`src/rtl/c3lib_skid_buf_vr.sv`:
```
// c3lib_skid_buf_vr
//   Two-entry registered skid buffer for a valid/ready stream. Both the
//   forward path (out_vld/out_data) and the reverse path (in_rdy) come
//   straight from flops. There is no combinational path from out_rdy to in_rdy.
//
//   Storage is a main register that drives out_data plus one skid register.
//   The skid register catches the word that arrives in the cycle the
//   downstream stage stalls. The occupancy FSM is EMPTY / ONE / FULL.
//
//   Optional feature macro: C3LIB_SKID_STATS_EN
//     When it is defined, the block adds the CNT_W parameter, the stats_clr
//     input and the stall_cnt output. stall_cnt is a saturating count of the
//     cycles where out_vld & !out_rdy. When it is not defined, the parameter,
//     the ports and the counter are all absent. The datapath is identical in
//     both builds.
//
//   dbg_state exposes the occupancy FSM: 0 = EMPTY, 1 = ONE, 2 = FULL.

module c3lib_skid_buf_vr #(
   parameter int                DWIDTH   = 16,
   parameter logic [DWIDTH-1:0] RST_DATA = '0
`ifdef C3LIB_SKID_STATS_EN
   ,
   parameter int                CNT_W    = 8
`endif
) (
   input  logic              clk,
   input  logic              rst,
   // Handshake: a word moves across an interface on a rising edge where
   // valid and ready are both 1. The producer may drop valid without a
   // transfer. The consumer may toggle ready freely. While valid & !ready,
   // out_data is held stable.
   input  logic              in_vld,
   input  logic [DWIDTH-1:0] in_data,
   output logic              in_rdy,
   output logic              out_vld,
   output logic [DWIDTH-1:0] out_data,
   input  logic              out_rdy,
`ifdef C3LIB_SKID_STATS_EN
   input  logic              stats_clr,
   output logic [CNT_W-1:0]  stall_cnt,
`endif
   output logic [1:0]        dbg_state
);

   typedef enum logic [1:0] {
      EMPTY = 2'd0,
      ONE   = 2'd1,
      FULL  = 2'd2
   } state_t;

   state_t            state_q, state_d;
   logic [DWIDTH-1:0] main_q, main_d;
   logic [DWIDTH-1:0] skid_q, skid_d;
   logic              in_rdy_q, in_rdy_d;
   logic              in_xfer;
   logic              out_xfer;

   assign out_vld   = (state_q != EMPTY);
   assign out_data  = main_q;
   assign in_rdy    = in_rdy_q;
   assign dbg_state = state_q;

   // in_rdy_q is 0 whenever state_q is FULL, so in_vld is ignored there.
   assign in_xfer  = in_vld & in_rdy_q;
   assign out_xfer = out_vld & out_rdy;

   // Next occupancy state and register loads for this cycle's transfers.
   always_comb begin
      state_d = state_q;
      main_d  = main_q;
      skid_d  = skid_q;
      unique case (state_q)
         EMPTY: begin
            if (in_xfer) begin
               state_d = ONE;
               main_d  = in_data;
            end
         end
         ONE: begin
            if (in_xfer && out_xfer) begin
               main_d = in_data;
            end else if (in_xfer) begin
               state_d = FULL;
               skid_d  = in_data;
            end else if (out_xfer) begin
               state_d = EMPTY;
            end
         end
         FULL: begin
            if (out_xfer) begin
               state_d = ONE;
               main_d  = skid_q;
            end
         end
         default: begin
            state_d = EMPTY;
         end
      endcase
      // Ready is computed one cycle ahead from the next state so that it can be registered.
      in_rdy_d = (state_d != FULL);
   end

   // State, main word and registered ready. Reset discards any stored words.
   always_ff @(posedge clk) begin
      if (rst) begin
         state_q  <= EMPTY;
         main_q   <= RST_DATA;
         in_rdy_q <= 1'b0;
      end else begin
         state_q  <= state_d;
         main_q   <= main_d;
         in_rdy_q <= in_rdy_d;
      end
   end

   // Skid word. Its contents only matter in FULL, so it has no reset.
   always_ff @(posedge clk) begin
      skid_q <= skid_d;
   end

`ifdef C3LIB_SKID_STATS_EN
   logic [CNT_W-1:0] stall_cnt_q;

   assign stall_cnt = stall_cnt_q;

   // Saturating stall counter. A clear takes priority over an increment.
   always_ff @(posedge clk) begin
      if (rst || stats_clr) begin
         stall_cnt_q <= '0;
      end else if (out_vld && !out_rdy && (stall_cnt_q != {CNT_W{1'b1}})) begin
         stall_cnt_q <= stall_cnt_q + CNT_W'(1);
      end
   end
`endif

endmodule

```
`config.mk`:
```
export PLATFORM = sky130hd
export DESIGN_NAME = c3lib_skid_buf_vr
export DESIGN_NICKNAME = d
export VERILOG_FILES = /design/src/rtl/c3lib_skid_buf_vr.sv
export SDC_FILE = /design/constraint.sdc
export NUM_CORES = 1
export LEC_CHECK = 0
export ABC_CLOCK_PERIOD_IN_PS = 2800
export CAP_MARGIN = 20
export CORE_ASPECT_RATIO = 1.5
export CORE_MARGIN = 3
export CORE_UTILIZATION = 42
export CTS_CLUSTER_SIZE = 40
export DETAILED_ROUTE_END_ITERATION = 12
export PLACE_DENSITY = 0.74
export SLEW_MARGIN = 25
export SYNTH_ARGS = -nofsm -noshare
export SYNTH_HDL_FRONTEND = slang
export SYNTH_SLANG_ARGS = --single-unit
export TNS_END_PERCENT = 5
```
`constraint.sdc`:
```
create_clock -name clk -period 2.8 [get_ports clk]
set_input_delay 0.28 -clock clk [delete_from_list [all_inputs] [get_ports clk]]
set_output_delay 0.28 -clock clk [all_outputs]
set_load 0.02 [all_outputs]
```
==> results.json, run 1 <==
{
  "grt_start_max_net_pins": 21,
  "synth.cell_area_mm2": 0.001454,
  "worst-path-buf-inv": 0,
  "crit_slowest_cell": "and2b_1",
  "antenna_found_initial": 0,
  "crit_cells": 3,
  "postLayoutCellArea_mm2": 0.001958,
  "postSynthCellCount": 107,
  "io_pins": 40,
  "min_from": "out_data[7]$_SDFFE_PP0P_",
  "wirelength_um": 2937,
  "coreArea_mm2": 0.003222,
  "setup_viol": 0,
  "start_util_pct": 45.13,
  "clkTransAtPathRegs_ns": 0.07,
  "grt_pass1_vias": 997,
  "root_buffer": "clkbuf_8",
  "die_h_um": 78.06,
  "power_density_mw_per_mm2": 588.6,
  "hold_viol": 0,
  "status": "completed",
  "ant_nets": 0,
  "min-delay-path-class": "reg -> reg",
  "syn_nets": 127,
  "synth_edf_count": 16,
  "synth-seq-area-share_pct": 59.21,
  "place_inst": 181,
  "crit_type": "reg -> reg",
  "post-dp-hpwl_um": 2103,
  "yosysWarnings": 0,
  "die_w_um": 54.04,
  "fillCellCount": 267,
  "r2r_setup_slack_ns": 0.86,
  "end_kind": "register",
  "holdBufCountCts": 0,
  "post_cts_resized": 0,
  "r2r_end": "out_data[5]$_SDFFE_PP0P_",
  "ys_types": 23,
  "postPlaceCellArea_mm2": 0.001867,
  "syn_area_per_cell_um2": 13.59,
  "core.rowCount": 25,
  "clk_path_buf_depth": 2,
  "hold_depth": 2,
  "grt_pass1_wl_um": 4671,
  "clkLatencyLatePin_ns": 0.29,
  "reg2reg_from": "dbg_state[1]$_SDFF_PP0_",
  "layoutNonFillerInstCount": 189,
  "clkSinkCount": 35,
  "layout_common_cells": "39 x clkdlybuf4s50_1, 19 x nor2_1, 19 x dfxtp_1",
  "r2r_cells": 3,
  "max_freq_mhz": 515.6,
  "power_leakage_nw": 0.6328,
  "post_cts_buffers": 0,
  "htreeDepth": 2,
  "via_count": 967,
  "gpl.final_weighted_congestion": 0.6808,
  "dr.pass1.iters": 3,
  "cp.required_ns": 2.93,
  "drc": 0,
  "slowest_delay_ns": 0.81,
  "fin_worst_skew_ns": 0.007864,
  "maxSlewHeadroom_pct": 33.63,
  "tns_ns": 0,
  "rsz0062_at_grt": "no",
  "portBuffers": 39,
  "cp_cell_sequence": "and2b_1 -> mux2i_1 -> a211oi_2",
  "cp.arrival_ns": 2.07,
  "vias_per_cell": 5.116,
  "cts_tree": "yes",
  "finalCritPeriodShare_pct": 69.26,
  "whs_endpoint": "out_data[7]$_SDFFE_PP0P_",
  "async_flop_share_pct": 0,
  "grt.total_usage_pct": 15.66,
  "drive_gt1_share_pct": 17.45,
  "area_growth_pct": 34.68,
  "final_common_cell": "clkdlybuf4s50_1",
  "layout_min_cycle_time_ns": 1.939,
  "ys_ff_latch": 35,
  "path_delay_family": "simple AND/OR/NAND/NOR gates",
  "crit_path_start_kind": "register",
  "numCtsBuffers": 5,
  "ir_drop_mv": 0.4415,
  "die_area_mm2": 0.004218,
  "antennaDiodeCount": 0,
  "worstMarginPinSlew_ns": 0.9924,
  "slew_viol_final": 0,
  "wl_per_cell_um": 15.54,
  "crit_fanout": 17,
  "ys.flop_type": "dfxtp_1",
  "nets": 168,
  "drt_iter0_drc": 19,
  "grt-ovfl-total": 0,
  "cap_violations": 0
}
-- cells in the mapped netlist, drive strengths merged, types with 2 or more instances --
| library cell | number | area share, % |
|---|---|---|
| nor2 | 19 | 4.9 |
| nand3b | 2 | 1.0 |
| a211oi | 16 | 13 |
| edfxtp | 16 | 33 |
| mux2i | 16 | 11 |
| dfxtp | 19 | 26 |
| buf | 7 | 4.0 |
-- worst max path at each step --
| stage | startpoint | endpoint | slack [ns] |
|---|---|---|---|
| final | dbg_state[1]$_SDFF_PP0_ | out_data[5]$_SDFFE_PP0P_ | 0.86 |
| after global routing | dbg_state[1]$_SDFF_PP0_ | out_data[5]$_SDFFE_PP0P_ | 0.72 |
| after CTS | dbg_state[1]$_SDFF_PP0_ | out_data[5]$_SDFFE_PP0P_ | 0.81 |
| after detailed placement | in_vld | out_data[0]$_SDFFE_PP0P_ | 0.67 |
| after global placement | in_vld | out_data[4]$_SDFFE_PP0P_ | 0.77 |
| after floorplan | in_rdy$_SDFF_PP0_ | skid_q[0]$_DFFE_PP_ | 0.72 |
-- kinds of logic (layout without fill, tap and decap cells) --
| group | Yosys count | after routing | share of synthesized area (%) |
|---|---|---|---|
| flip-flops | 35 | 35 | 59.21 |
| AO/OA/AOI/OAI | 20 | 20 | 15.92 |
| multiplexers | 16 | 16 | 11.02 |
| AND/OR/NAND/NOR | 29 | 29 | 9.896 |
| buffers and inverters | 7 | 49 | 3.958 |
-- power by group --
group	switching [W]	total, W	internal (W)
registers	0.0000155	0.000577	0.000561
clock network	0.000174	0.000372	0.000198
logic	0.000102	0.000204	0.000101
total	0.000292	0.00115	0.000861
-- final cells by class --
type / count / area [µm²] / area share [%]
clock buffer: 7 / 86.33 / 4.409
clock inverter: 1 / 5.005 / 0.2556
multi-input combinational: 65 / 550.5 / 28.11
sequential: 35 / 860.8 / 43.96
tap: 40 / 50.05 / 2.556
timing repair buffer: 41 / 405.4 / 20.70
-- through the flow --
step | setup slack (ns) | util (%) | hold slack [ns] | total power, W
6_report | 0.8607 | 60.78 | 0.5152 | 0.001153
5_1_grt | 0.7192 | 60.78 | 0.5529 | 0.001205
4_1_cts | 0.8143 | 60.78 | 0.5139 | 0.001167
3_5_place_dp | 0.6663 | 57.94 | 0.4978 | 0.0007943
3_3_place_gp | 0.7684 | 57.94 | 0.5037 | 0.0007872
2_1_floorplan | 0.7208 | - | 0.3593 | 0.0007022
-- per-layer routing --
layer  GRT usage, %  wire [µm]
met2          25.12       1530
met3          5.693        169
met1          18.20       1175
met4          6.733         61
met5              0          0
-- sequential cells by signal, indices dropped and copies added (netlist names) --
register / cells
in_rdy: 1
out_data: 16
skid_q: 16
dbg_state: 2
-- worst min-delay path, cell delays in order, from the launching register on --
cell and delay, ns:
dfxtp_1 0.32, nor2_1 0.10, a211oi_1 0.05
Power figures use the tool's default switching activity.
==> run 2: changes to the inputs <==
Settings changed: ABC_CLOCK_PERIOD_IN_PS 2800 to 1900, CORE_UTILIZATION 42 to 45, PLACE_DENSITY 0.74 to 0.76.
Clock period 2.8 ns to 1.9 ns, I/O delays scaled along.
==> run 2 against run 1 <==
  * Combinational power is 51% higher
  * Flip-flop and latch count stayed put
  * Clock power increased by 36%
  * Worst hold slack got worse by 0.025 ns
  * Count of clock-buffer cells in the layout decreased by 1
  * Largest cell class unchanged
==> results.json, run 2 (synthesis gave the netlist of run 1 again) <==
{
  "reg2reg_from": "dbg_state[1]$_SDFF_PP0_",
  "via_count": 980,
  "power_leakage_nw": 0.6568,
  "power_density_mw_per_mm2": 834.1,
  "crit_type": "reg -> out",
  "die_w_um": 52.41,
  "slowest_delay_ns": 0.61,
  "status": "completed",
  "p_switching_w": 0.0004272,
  "crit_fanout": 8,
  "cap_violations": 0,
  "finalCritPeriodShare_pct": 94.75,
  "clkSinkCount": 35,
  "clkTransAtPathRegs_ns": 0.07,
  "worstMarginPinSlew_ns": 0.3158,
  "setup_viol": 0,
  "antenna_found_initial": 0,
  "root_buffer": "clkbuf_8",
  "combPwrFrac_pct": 18.5,
  "slew_viol_final": 0,
  "grt_pass1_wl_um": 5050,
  "post-dp-hpwl_um": 2233,
  "tns_ns": 0,
  "die_h_um": 75.62,
  "pwr-share-clk_pct": 30.4,
  "hold_depth": 1,
  "cts_tree": "yes",
  "drive_gt1_share_pct": 20.65,
  "vias_per_cell": 5.052,
  "min_from": "in_data[5]",
  "p_total_w": 0.001665,
  "post_cts_buffers": 0,
  "ir_drop_mv": 0.6837,
  "crit_slowest_cell": "clkdlybuf4s50_1",
  "holdBufCountCts": 0,
  "hold_viol": 0,
  "io_pins": 40,
  "r2r_setup_slack_ns": 0.35,
  "crit_path_start_kind": "register",
  "wl_per_cell_um": 15.52,
  "numCtsBuffers": 5,
  "dr.pass1.iters": 4,
  "seqPwrFrac_pct": 51.0,
  "final_common_cell": "clkdlybuf4s50_1",
  "whs_endpoint": "skid_q[5]$_DFFE_PP_",
  "layout_min_cycle_time_ns": 1.800,
  "r2r_cells": 5,
  "gpl.final_weighted_congestion": 0.7517,
  "cp.arrival_ns": 1.61,
  "antennaDiodeCount": 0,
  "fin_util_pct": 66.46,
  "grt_start_max_net_pins": 21,
  "cp.required_ns": 1.71,
  "start_util_pct": 48.42,
  "rsz0062_at_grt": "no",
  "portBuffers": 39,
  "drc": 0,
  "nets": 174,
  "clk_path_buf_depth": 2,
  "grt_pass1_vias": 1078,
  "post_cts_resized": 0,
  "wirelength_um": 3011,
  "internal-power_w": 0.001237,
  "htreeDepth": 2,
  "core.rowCount": 24,
  "grt.total_usage_pct": 17.63,
  "cp_cell_sequence": "or2_4 -> clkdlybuf4s50_1",
  "end_kind": "output pin",
  "drt_iter0_drc": 16,
  "clkLatencyLatePin_ns": 0.28,
  "r2r_end": "out_data[14]$_SDFFE_PP0P_",
  "max_freq_mhz": 555.5,
  "layout_common_cells": "39 x clkdlybuf4s50_1, 19 x nor2_1, 19 x dfxtp_1",
  "coreArea_mm2": 0.003003,
  "p_sw_share_pct": 25.66,
  "multi_input_area_um2": 550.5,
  "fin_worst_skew_ns": 0.004281,
  "grt-ovfl-total": 0,
  "maxSlewHeadroom_pct": 78.92,
  "timing.hold.ws_ns": 0.4900,
  "ant_nets": 0,
  "fillCellCount": 224,
  "area_growth_pct": 37.26,
  "min-delay-path-class": "in -> reg",
  "final-seq-area_um2": 860.8,
  "die_area_mm2": 0.003963
}
## run 2: cell type report
cell class | count | share of cell area (%)
Sequential cell | 35 | 43.13
Multi-Input combinational cell | 65 | 27.59
Tap cell | 39 | 2.445
Clock inverter | 2 | 0.6270
Timing Repair Buffer | 47 | 22.57
Clock buffer | 6 | 3.636
## run 2: worst max path at each step
stage,to,cells past startpoint,start,slack [ns]
after global routing,out_vld,2,dbg_state[1]$_SDFF_PP0_,0.02
final,out_vld,2,dbg_state[1]$_SDFF_PP0_,0.1
after global placement,skid_q[5]$_DFFE_PP_,4,out_rdy,0.23
after CTS,out_vld,2,dbg_state[1]$_SDFF_PP0_,0.1
after detailed placement,out_data[6]$_SDFFE_PP0P_,6,in_vld,0.12
after floorplan,skid_q[0]$_DFFE_PP_,2,in_rdy$_SDFF_PP0_,0.16
## run 2: power by group through the flow
stage	logic [W]	clock network, W	registers (W)
after global placement	0.000301	0	0.000865
after CTS	0.000312	0.000531	0.000850
after floorplan	0.000129	0	0.000907
after global routing	0.000332	0.000559	0.000854
after detailed placement	0.000310	0	0.000867
final	0.000309	0.000506	0.000850
## run 2: routing by layer
metal	GRT usage, %	up-vias	wire length [µm]	share of wire [%]
li1	-	492	-	-
met4	6.818	0	39	1.3
met2	30.25	26	1589	53
met5	0	-	0	0
met1	20.33	457	1247	41
met3	5.479	5	133	4.4
## run 2: through the flow
stage / area (µm²) / std cells / setup WS, ns
floorplan: 1469 / 107 / 0.1613
global route: 1996 / 194 / 0.02009
finish: 1996 / 194 / 0.09983
CTS: 1996 / 194 / 0.09992
detailed placement: 1911 / 186 / 0.1238
global placement: 1911 / 186 / 0.2252
## run 2: critical path, delay by kind of cell (launching register included)
family,cells,cell delay (ns)
buf+inv,1,0.61
flops,1,0.51
simple gates,1,0.22
